## src/rtl/dma_pkg.sv

```systemverilog
// Shared definitions for the DMA read engine: FSM states, beat geometry and status word layout.
package dma_pkg;

  typedef enum logic [2:0] {
    S_IDLE,
    S_RD_CMD,
    S_LD_CMD,
    S_CHECK,
    S_ISSUE,
    S_WAIT_DATA,
    S_STATUS
  } rd_state_t;

  localparam int unsigned BYTES_PER_BEAT = 32;
  localparam int unsigned LEN_LSB        = 0;
  localparam int unsigned SEQ_LSB        = 16;
  localparam int unsigned ZERO_BIT       = 24;

  // Round a byte count up to whole beats; 16-bit byte counts need at most 12 bits of beats.
  function automatic logic [11:0] bytes_to_beats(input logic [15:0] bytes);
    logic [16:0] sum;
    sum = {1'b0, bytes} + 17'(BYTES_PER_BEAT - 1);
    return 12'(sum >> $clog2(BYTES_PER_BEAT));
  endfunction

endpackage

```

## src/rtl/dma_rd_cmd_fifo.sv

```systemverilog
// Single-clock, non-show-ahead command FIFO (q valid one cycle after rdreq); writes while full are dropped.
module dma_rd_cmd_fifo #(
  parameter int unsigned WIDTH = 48,
  parameter int unsigned DEPTH = 32
) (
  input  logic             clk,
  input  logic             aclr,
  input  logic             wrreq,
  input  logic [WIDTH-1:0] data,
  input  logic             rdreq,
  output logic [WIDTH-1:0] q,
  output logic             empty,
  output logic             full
);

  localparam int unsigned    AW       = $clog2(DEPTH);
  localparam logic [AW:0]    FULL_CNT = (AW+1)'(DEPTH);

  logic [WIDTH-1:0] mem [DEPTH];
  logic [AW-1:0]    wr_ptr;
  logic [AW-1:0]    rd_ptr;
  logic [AW:0]      count;
  logic             do_wr;
  logic             do_rd;

  assign empty = (count == '0);
  assign full  = (count == FULL_CNT);
  assign do_wr = wrreq & ~full;
  assign do_rd = rdreq & ~empty;

  always_ff @(posedge clk) begin
    if (do_wr) mem[wr_ptr] <= data;
  end

  always_ff @(posedge clk or posedge aclr) begin
    if (aclr) begin
      wr_ptr <= '0;
      rd_ptr <= '0;
      count  <= '0;
      q      <= '0;
    end else begin
      if (do_wr) wr_ptr <= wr_ptr + 1'b1;
      if (do_rd) begin
        rd_ptr <= rd_ptr + 1'b1;
        q      <= mem[rd_ptr];
      end
      case ({do_wr, do_rd})
        2'b10:   count <= count + 1'b1;
        2'b01:   count <= count - 1'b1;
        default: ;
      endcase
    end
  end

endmodule

```

## src/rtl/dma_read_block.sv

```systemverilog
// DMA read engine: splits queued {bytes, addr} commands into AVMM read bursts,
// forwards returned beats to the data FIFO and posts one status word per command.
module dma_read_block
  import dma_pkg::*;
#(
  parameter int unsigned DATA_W    = 256,
  parameter int unsigned ADDR_W    = 32,
  parameter int unsigned CMD_DEPTH = 32,
  parameter int unsigned BURST_MAX = 16
) (
  input  logic              clk,
  input  logic              reset,
  output logic [ADDR_W-1:0] rd_master_addr_o,
  output logic              rd_master_read_o,
  output logic [10:0]       rd_master_bcount_o,
  input  logic              rd_master_wait_req_i,
  input  logic [DATA_W-1:0] rd_master_data_i,
  input  logic              rd_master_data_valid_i,
  input  logic              dma_rd_fifo_command_req_i,
  input  logic [15:0]       dma_rd_bytes_to_transfer_i,
  input  logic [ADDR_W-1:0] dma_rd_addr_i,
  output logic              dma_rd_fifo_full_o,
  output logic              dma_data_fifo_wr_req_o,
  output logic [DATA_W-1:0] dma_data_fifo_data_o,
  input  logic              dma_data_fifo_almost_full_i,
  output logic              dma_status_fifo_wr_req_o,
  output logic [24:0]       dma_status_fifo_data_o,
  input  logic              dma_status_fifo_almost_full_i
);

  localparam int unsigned CMD_W = 16 + ADDR_W;

  rd_state_t          state;
  rd_state_t          state_nxt;
  logic               cmd_rdreq;
  logic               fifo_empty;
  logic [CMD_W-1:0]   cmd_q;
  logic [ADDR_W-1:0]  addr_r;
  logic [11:0]        rem_beats;
  logic [15:0]        bytes_r;
  logic [10:0]        burst;
  logic [10:0]        beat_cnt;
  logic [7:0]         seq;

  dma_rd_cmd_fifo #(
    .WIDTH (CMD_W),
    .DEPTH (CMD_DEPTH)
  ) u_cmd_fifo (
    .clk   (clk),
    .aclr  (reset),
    .wrreq (dma_rd_fifo_command_req_i),
    .data  ({dma_rd_bytes_to_transfer_i, dma_rd_addr_i}),
    .rdreq (cmd_rdreq),
    .q     (cmd_q),
    .empty (fifo_empty),
    .full  (dma_rd_fifo_full_o)
  );

  assign rd_master_read_o   = (state == S_ISSUE);
  assign rd_master_addr_o   = addr_r;
  assign rd_master_bcount_o = burst;

  always_ff @(posedge clk or posedge reset) begin
    if (reset) state <= S_IDLE;
    else       state <= state_nxt;
  end

  always_comb begin
    state_nxt = state;
    cmd_rdreq = 1'b0;
    case (state)
      S_IDLE:      if (!fifo_empty) state_nxt = S_RD_CMD;
      S_RD_CMD: begin
        cmd_rdreq = 1'b1;
        state_nxt = S_LD_CMD;
      end
      S_LD_CMD:    state_nxt = S_CHECK;
      S_CHECK: begin
        if (rem_beats == '0)                   state_nxt = S_STATUS;
        else if (!dma_data_fifo_almost_full_i) state_nxt = S_ISSUE;
      end
      S_ISSUE:     if (!rd_master_wait_req_i) state_nxt = S_WAIT_DATA;
      S_WAIT_DATA: if (rd_master_data_valid_i && (beat_cnt + 11'd1 == burst)) state_nxt = S_CHECK;
      S_STATUS:    if (!dma_status_fifo_almost_full_i) state_nxt = S_IDLE;
      default:     state_nxt = S_IDLE;
    endcase
  end

  always_ff @(posedge clk or posedge reset) begin
    if (reset) begin
      addr_r                   <= '0;
      rem_beats                <= '0;
      bytes_r                  <= '0;
      burst                    <= '0;
      beat_cnt                 <= '0;
      seq                      <= '0;
      dma_status_fifo_wr_req_o <= 1'b0;
      dma_status_fifo_data_o   <= '0;
    end else begin
      dma_status_fifo_wr_req_o <= 1'b0;
      case (state)
        S_LD_CMD: begin
          addr_r    <= cmd_q[ADDR_W-1:0];
          bytes_r   <= cmd_q[CMD_W-1:ADDR_W];
          rem_beats <= bytes_to_beats(cmd_q[CMD_W-1:ADDR_W]);
        end
        S_CHECK: begin
          if (rem_beats != '0 && !dma_data_fifo_almost_full_i)
            burst <= (rem_beats > 12'(BURST_MAX)) ? 11'(BURST_MAX) : 11'(rem_beats);
        end
        S_ISSUE: begin
          // Advance to the next burst only once the slave has accepted this one.
          if (!rd_master_wait_req_i) begin
            addr_r    <= addr_r + (ADDR_W'(burst) << $clog2(BYTES_PER_BEAT));
            rem_beats <= rem_beats - 12'(burst);
            beat_cnt  <= '0;
          end
        end
        S_WAIT_DATA: begin
          if (rd_master_data_valid_i) beat_cnt <= beat_cnt + 11'd1;
        end
        S_STATUS: begin
          if (!dma_status_fifo_almost_full_i) begin
            dma_status_fifo_wr_req_o                  <= 1'b1;
            dma_status_fifo_data_o[LEN_LSB +: 16]     <= bytes_r;
            dma_status_fifo_data_o[SEQ_LSB +: 8]      <= seq;
            dma_status_fifo_data_o[ZERO_BIT]          <= (bytes_r == '0);
            seq                                       <= seq + 8'd1;
          end
        end
        default: ;
      endcase
    end
  end

  // Beats are forwarded regardless of FSM state; data FIFO headroom absorbs them.
  always_ff @(posedge clk or posedge reset) begin
    if (reset) begin
      dma_data_fifo_wr_req_o <= 1'b0;
      dma_data_fifo_data_o   <= '0;
    end else begin
      dma_data_fifo_wr_req_o <= rd_master_data_valid_i;
      if (rd_master_data_valid_i) dma_data_fifo_data_o <= rd_master_data_i;
    end
  end

endmodule

```

## config.mk

```make
export PLATFORM = sky130hd
export DESIGN_NAME = dma_read_block
export DESIGN_NICKNAME = d
export VERILOG_FILES = /design/src/rtl/dma_pkg.sv /design/src/rtl/dma_rd_cmd_fifo.sv /design/src/rtl/dma_read_block.sv
export SDC_FILE = /design/constraint.sdc
export NUM_CORES = 2
export LEC_CHECK = 0
export CAP_MARGIN = 20
export CORE_AREA = 2 2 329 461
export CTS_CLUSTER_SIZE = 10
export DETAILED_ROUTE_END_ITERATION = 12
export DIE_AREA = 0 0 331 463
export PLACE_DENSITY = 0.72
export SYNTH_ARGS = -nofsm -noshare
export SYNTH_HDL_FRONTEND = slang
export SYNTH_HIERARCHICAL = 1
export SYNTH_SLANG_ARGS = --single-unit
export TNS_END_PERCENT = 10
```

## constraint.sdc

```tcl
create_clock -name clk -period 12.3 [get_ports clk]
set_input_delay 2.46 -clock clk [delete_from_list [all_inputs] [get_ports clk]]
set_output_delay 2.46 -clock clk [all_outputs]
set_load 0.1 [all_outputs]
```

## Word-level counts from Yosys, hierarchy flattened

Memories as Yosys holds them, arrays and structs flattened. A register that Yosys moved wholly into a read port is not among the register bits.
Index checks and enable logic that the tools add are counted.
Widths: inputs -> output; s select.

| cells by class | value |
|---|---|
| add/sub/neg operators | 9 |
| $lt $le $gt $ge | 1 |
| equal/unequal tests | 16 |
| multiplexer cells | 21 |
| bitwise operators | 5 |
| reduce and logical (&&, ||, !) cells | 16 |

Operators with widths:

| operator | count |
|---|---|
| $pmux 32 s2 | 1 |
| $mux 11 | 3 |
| $add 32x16->32 | 1 |
| $mux 32 | 1 |
| $pmux 12 s2 | 1 |
| $pmux 11 s2 | 1 |
| $pmux 3 s7 | 1 |
| $mux 3 | 6 |
| $add 16x5->17 const B | 1 |
| $logic_not 16->1 | 1 |
| $gt 12x5->1 const B | 1 |
| $logic_not 12->1 | 1 |
| $mux 12 | 1 |
| $pmux 6 s2 | 1 |
| $reduce_bool 12->1 | 1 |
| $sub 12x11->12 | 1 |
| $add 11x1->11 const B | 1 |
| $eq 11x11->1 | 1 |
| $add 5x1->5 const B | 2 |
| $ne 2x2->1 const B | 5 |
| $eq 3x3->1 const B | 3 |
| $add 8x1->8 const B | 1 |
| $add 6x1->6 const B | 1 |
| $eq 3x2->1 const B | 2 |
| 17 further kinds | 29 |

| storage, ports and cells | value |
|---|---|
| register bits after elaboration | 392 |
| memory bits (writable) | 1536 |
| input port bits | 311 |
| output and inout port bits | 328 |
| memories | 1 |

Memory list:

| memory | depth | width | rd ports | clocked after Yosys merged registers in | wr ports | line | text |
|---|---|---|---|---|---|---|---|
| u_cmd_fifo.mem | 32 | 48 | 1 | 1 | 1 | dma_rd_cmd_fifo.sv:19 | `logic [WIDTH-1:0] mem [DEPTH];` |

## Logic depth before layout (Yosys ltp)

| depth | value |
|---|---|
| depth after elaboration | 5 |
| depth in mapped cells | 14 |
| depth with buffers taken out | 13 |

## Modules after synthesis

The synthesis kept the hierarchy.

Modules (own cells, without submodules):

| module | instances | cells each | area an instance (µm²) | sequential area each (µm²) |
|---|---|---|---|---|
| dma_rd_cmd_fifo | 1 | 2808 | 60673.2 | 47725.8 |
| dma_read_block | 1 | 1325 | 16473.3 | 9409.0 |

## Worst setup path before layout

OpenSTA, ideal clock, no wires.

| path | value |
|---|---|
| path kind | input -> register |
| from | in dma_rd_fifo_command_req_i |
| to | mem u_cmd_fifo.mem[31][0], enable pin |
| library setup time | 0.454 ns |
| arrival | 5.125 ns |
| slack | 6.721 ns |
| stages | 5 |
| buffers on the path | 2 |
| cell sequence | o31a_1 clkbuf_1 nand2_1 buf_2 nor2_1 |

| between the ends | value |
|---|---|
| longest elaborated chain between the ends | 3 |

Ends and longest elaborated chain:

| element | line | text |
|---|---|---|
| start: declaration | dma_read_block.sv:19 | `input logic dma_rd_fifo_command_req_i,` |
| $and 1x1->1 | dma_rd_cmd_fifo.sv:28 | `assign do_wr = wrreq & ~full;` |
| $mux 1 | dma_rd_cmd_fifo.sv:32 | `if (do_wr) mem[wr_ptr] <= data;` |
| $mux 1 (not written as such) | dma_rd_cmd_fifo.sv:32 |  |
| end: declaration | dma_rd_cmd_fifo.sv:19 |  |

No other way between the ends.

## Worst setup path after layout

| path | value |
|---|---|
| from | reg u_cmd_fifo.count[1] |
| to | out dma_rd_fifo_full_o |

| between the ends | value |
|---|---|
| longest elaborated chain between the ends | 1 |

Ends and longest elaborated chain:

| element | line | text |
|---|---|---|
| start: declaration | dma_rd_cmd_fifo.sv:22 | `logic [AW:0] count;` |
| start signal: assignment | dma_rd_cmd_fifo.sv:48 | `2'b10: count <= count + 1'b1;` |
| start signal: assignment | dma_rd_cmd_fifo.sv:49 | `2'b01: count <= count - 1'b1;` |
| $eq 6x6->1 | dma_rd_cmd_fifo.sv:27 | `assign full = (count == FULL_CNT);` |
| end: declaration | dma_read_block.sv:22 | `output logic dma_rd_fifo_full_o,` |

No other way between the ends.

==> flow_summary.yaml <==
outcome:
  outcome: "finished, final reports clean"
sta:
  timing.final.max_slew_violations: 0
  max-slew-margin-rel_pct: 17.62
  rsz0062_at_grt: "false"
  finalSetupTns_ps: 0
  setup_violations: 0
  fin_crit_ps: 5654
  finClkSkew_ps: 33.04
  fmax_mhz: 176.9
  fin_crit_sh_pct: 45.97
  finalHoldViolations: 0
  worst_slack_ps: 6646
  tightest_slew_ps: 1232
placed_design:
  port_buffers: 638
  dpl.hpwl_mm: 157.4
  pre_cts_ws_ps: 6418
  gp_congestion: 0.9326
  place_inst: 6604
  postPlaceCellArea_sq_um: 85950
route:
  drc: 0
  vias: 42813
  wirelength_mm: 230.7
  first_iter_violations: 3862
  antenna_left: 0
  viasPerCell: 6.166
  routedWlPerCell_um: 33.23
  first_pass_iters: 8
logic_synthesis:
  ys_ff_latch: 1976
  synth_edf_count: 1536
  ys_types: 81
  yosys_most_used_dff: "edfxtp_1"
  syn-cell-area_sq_um: 77150
  yosysWarnings: 6
  yosysSeqAreaShare_pct: 74.06
  syn_avg_cell_area_sq_um: 18.67
  async_reset_ff_share_pct: 22.27
  syn_nets: 4481
  syn_inst: 4133
clocking:
  hold_buffers: 0
  cts-buffers-inserted: 216
  insertion_delay_ps: 870
  cts-resized-gates: 0
  cts_tree: "yes"
  cts_buffer_depth: 3
  cts_root_buf: "clkbuf_16"
  post_cts_buffers: 0
  clkTransAtPathRegs_ps: 60
  cts.sinks: 1976
  h-tree-depth: 4
critical_path:
  worstPathArrival_ps: 3190
  critPathKind: "reg -> out"
  crit_path_end: "dma_rd_fifo_full_o"
  regToRegEndpoint: "u_cmd_fifo/q[6]"
  crit_fanout: 4
  endpoint_kind: "primary output"
  ff2ff_setup_slack_ps: 7480
  critPathRequiredTime_ps: 9840
  cp-start-kind: "flop"
  crit_path_start: "u_cmd_fifo/count[1]"
  crit-reg2reg-launch: "u_cmd_fifo/rd_ptr[1]"
  rr_worst_depth: 8
finish:
  fin_nets: 5219
  final_cell_mix: "edfxtp_1, clkdlybuf4s50_1, dfrtp_1, mux4_2, mux2_2"
  finalInstanceArea_sq_um: 92120
  syn_to_final_growth_pct: 19.42
  final_common_cell: "edfxtp_1"
  final_layout_size_suffix_gt1_share_pct: 20.61
  fillers: 10528
  fin_cells: 6943
  multi_input_area_sq_um: 19130
  seq_area_sq_um: 57150
power:
  p_leak_nw: 31.56
  power.density_nw_per_um2: 226.6
  ir_worst_vdd_mv: 0.1993
  total_power_mw: 20.88
floorplan:
  rows: 168
  die_x_um: 331
  fp.coreArea_sq_um: 149200
  die-area_sq_um: 153300
  ios: 639
  die_y_um: 463
  start_util_pct: 51.69
run:
  drv_cap: 0
global_routing:
  grt_pass1_wl_mm: 322.2
  antenna_found_initial: 46
  grt_overflow: 0
  first_global_vias: 43064
  grt_max_degree: 125
  gr-usage-all-layers_pct: 30.12
hold_path:
  min_path_type: "reg -> reg"
## where the power goes
| group | internal (mW) | leakage [nW] | switching [mW] |
|---|---|---|---|
| Clock | 3.21 | 2.90 | 2.50 |
| Combinational | 2.24 | 9.52 | 4.40 |
| Sequential | 7.87 | 19.1 | 0.655 |
## routing by layer
metal	routed length, um	up-vias	global-route usage (%)
met4	18600	6	21.24
met5	45	-	0
li1	-	18004	-
met2	119400	2093	51.85
met3	16620	522	5.679
met1	76070	22188	33.42
## sequential cells by signal, indices dropped and copies added (netlist names), 3 cells and up
register,count
rem_beats,12
dma_status_fifo_data_o,25
beat_cnt,11
u_cmd_fifo/rd_ptr,5
u_cmd_fifo/wr_ptr,5
u_cmd_fifo/q,48
dma_data_fifo_data_o,256
state,3
u_cmd_fifo/count,6
bytes_r,16
rd_master_bcount_o,11
rd_master_addr_o,32
seq,8
u_cmd_fifo/mem,1536
## cell type report
cell class | count | area share, %
sequential | 1976 | 62.04
clock inverter | 16 | 0.3287
inverter | 40 | 0.1684
multi-input combinational | 1893 | 20.76
antenna | 24 | 0.06519
clock buffer | 295 | 6.223
tap | 1955 | 2.655
timing repair buffer | 744 | 7.758
## metrics by stage
stage,hold WS (ps),util (%)
5_1_grt,498.8,61.72
3_3_place_gp,451.4,57.59
2_1_floorplan,436.2,-
4_1_cts,473.3,61.63
3_5_place_dp,463.7,57.59
6_report,473.6,61.73
## how the worst min path moves through the flow
stage	from	to	depth (start not counted)
6_report	seq[7]	seq[7]	1
4_1_cts	seq[7]	seq[7]	1
2_1_floorplan	seq[7]	seq[7]	1
3_5_place_dp	u_cmd_fifo/q[4]	rd_master_addr_o[4]	2
3_3_place_gp	seq[7]	seq[7]	1
5_1_grt	seq[7]	seq[7]	1
## synth_stat cells, types with 34 or more instances
cell type  instances  area (sq um)
edfxtp_1        1536         46120
dfrtp_1          440         11010
mux4_2           288          6486
mux2_2           282          3176
mux2i_1          240          2402
nand2_1          194         728.2
nor2_1           132         495.5
clkbuf_1         109         409.1
a211oi_1         105         788.3
o22ai_1           99         619.3
buf_2             90         450.4
o21ai_0           67         335.3
o2111ai_1         50         437.9
a22o_1            49         429.2
a21oi_1           43         215.2
inv_1             37         138.9
ha_1              34         425.4
xnor2_1           34         297.8
## cells by family (layout without fill, tap and decap cells)
kind of cell / after synthesis / in the layout / synth area share, %
DFF: 1976 / 1976 / 74.06
muxes: 810 / 810 / 15.64
AOI/OAI and AO/OA: 509 / 509 / 4.658
and+or+nand+nor: 487 / 487 / 2.942
buffers and inverters: 264 / 1095 / 1.505
xor gates and xnor gates: 50 / 50 / 0.5676
adders and majority gates: 37 / 37 / 0.6293
other: 0 / 24 / 0
## worst max-delay path, stage by stage (launching register included)
cell,delay (ps)
dfrtp_1,410
or4_4,600
nor3_1,160
clkdlybuf4s50_1,1160
Power figures use the tool's default switching activity.
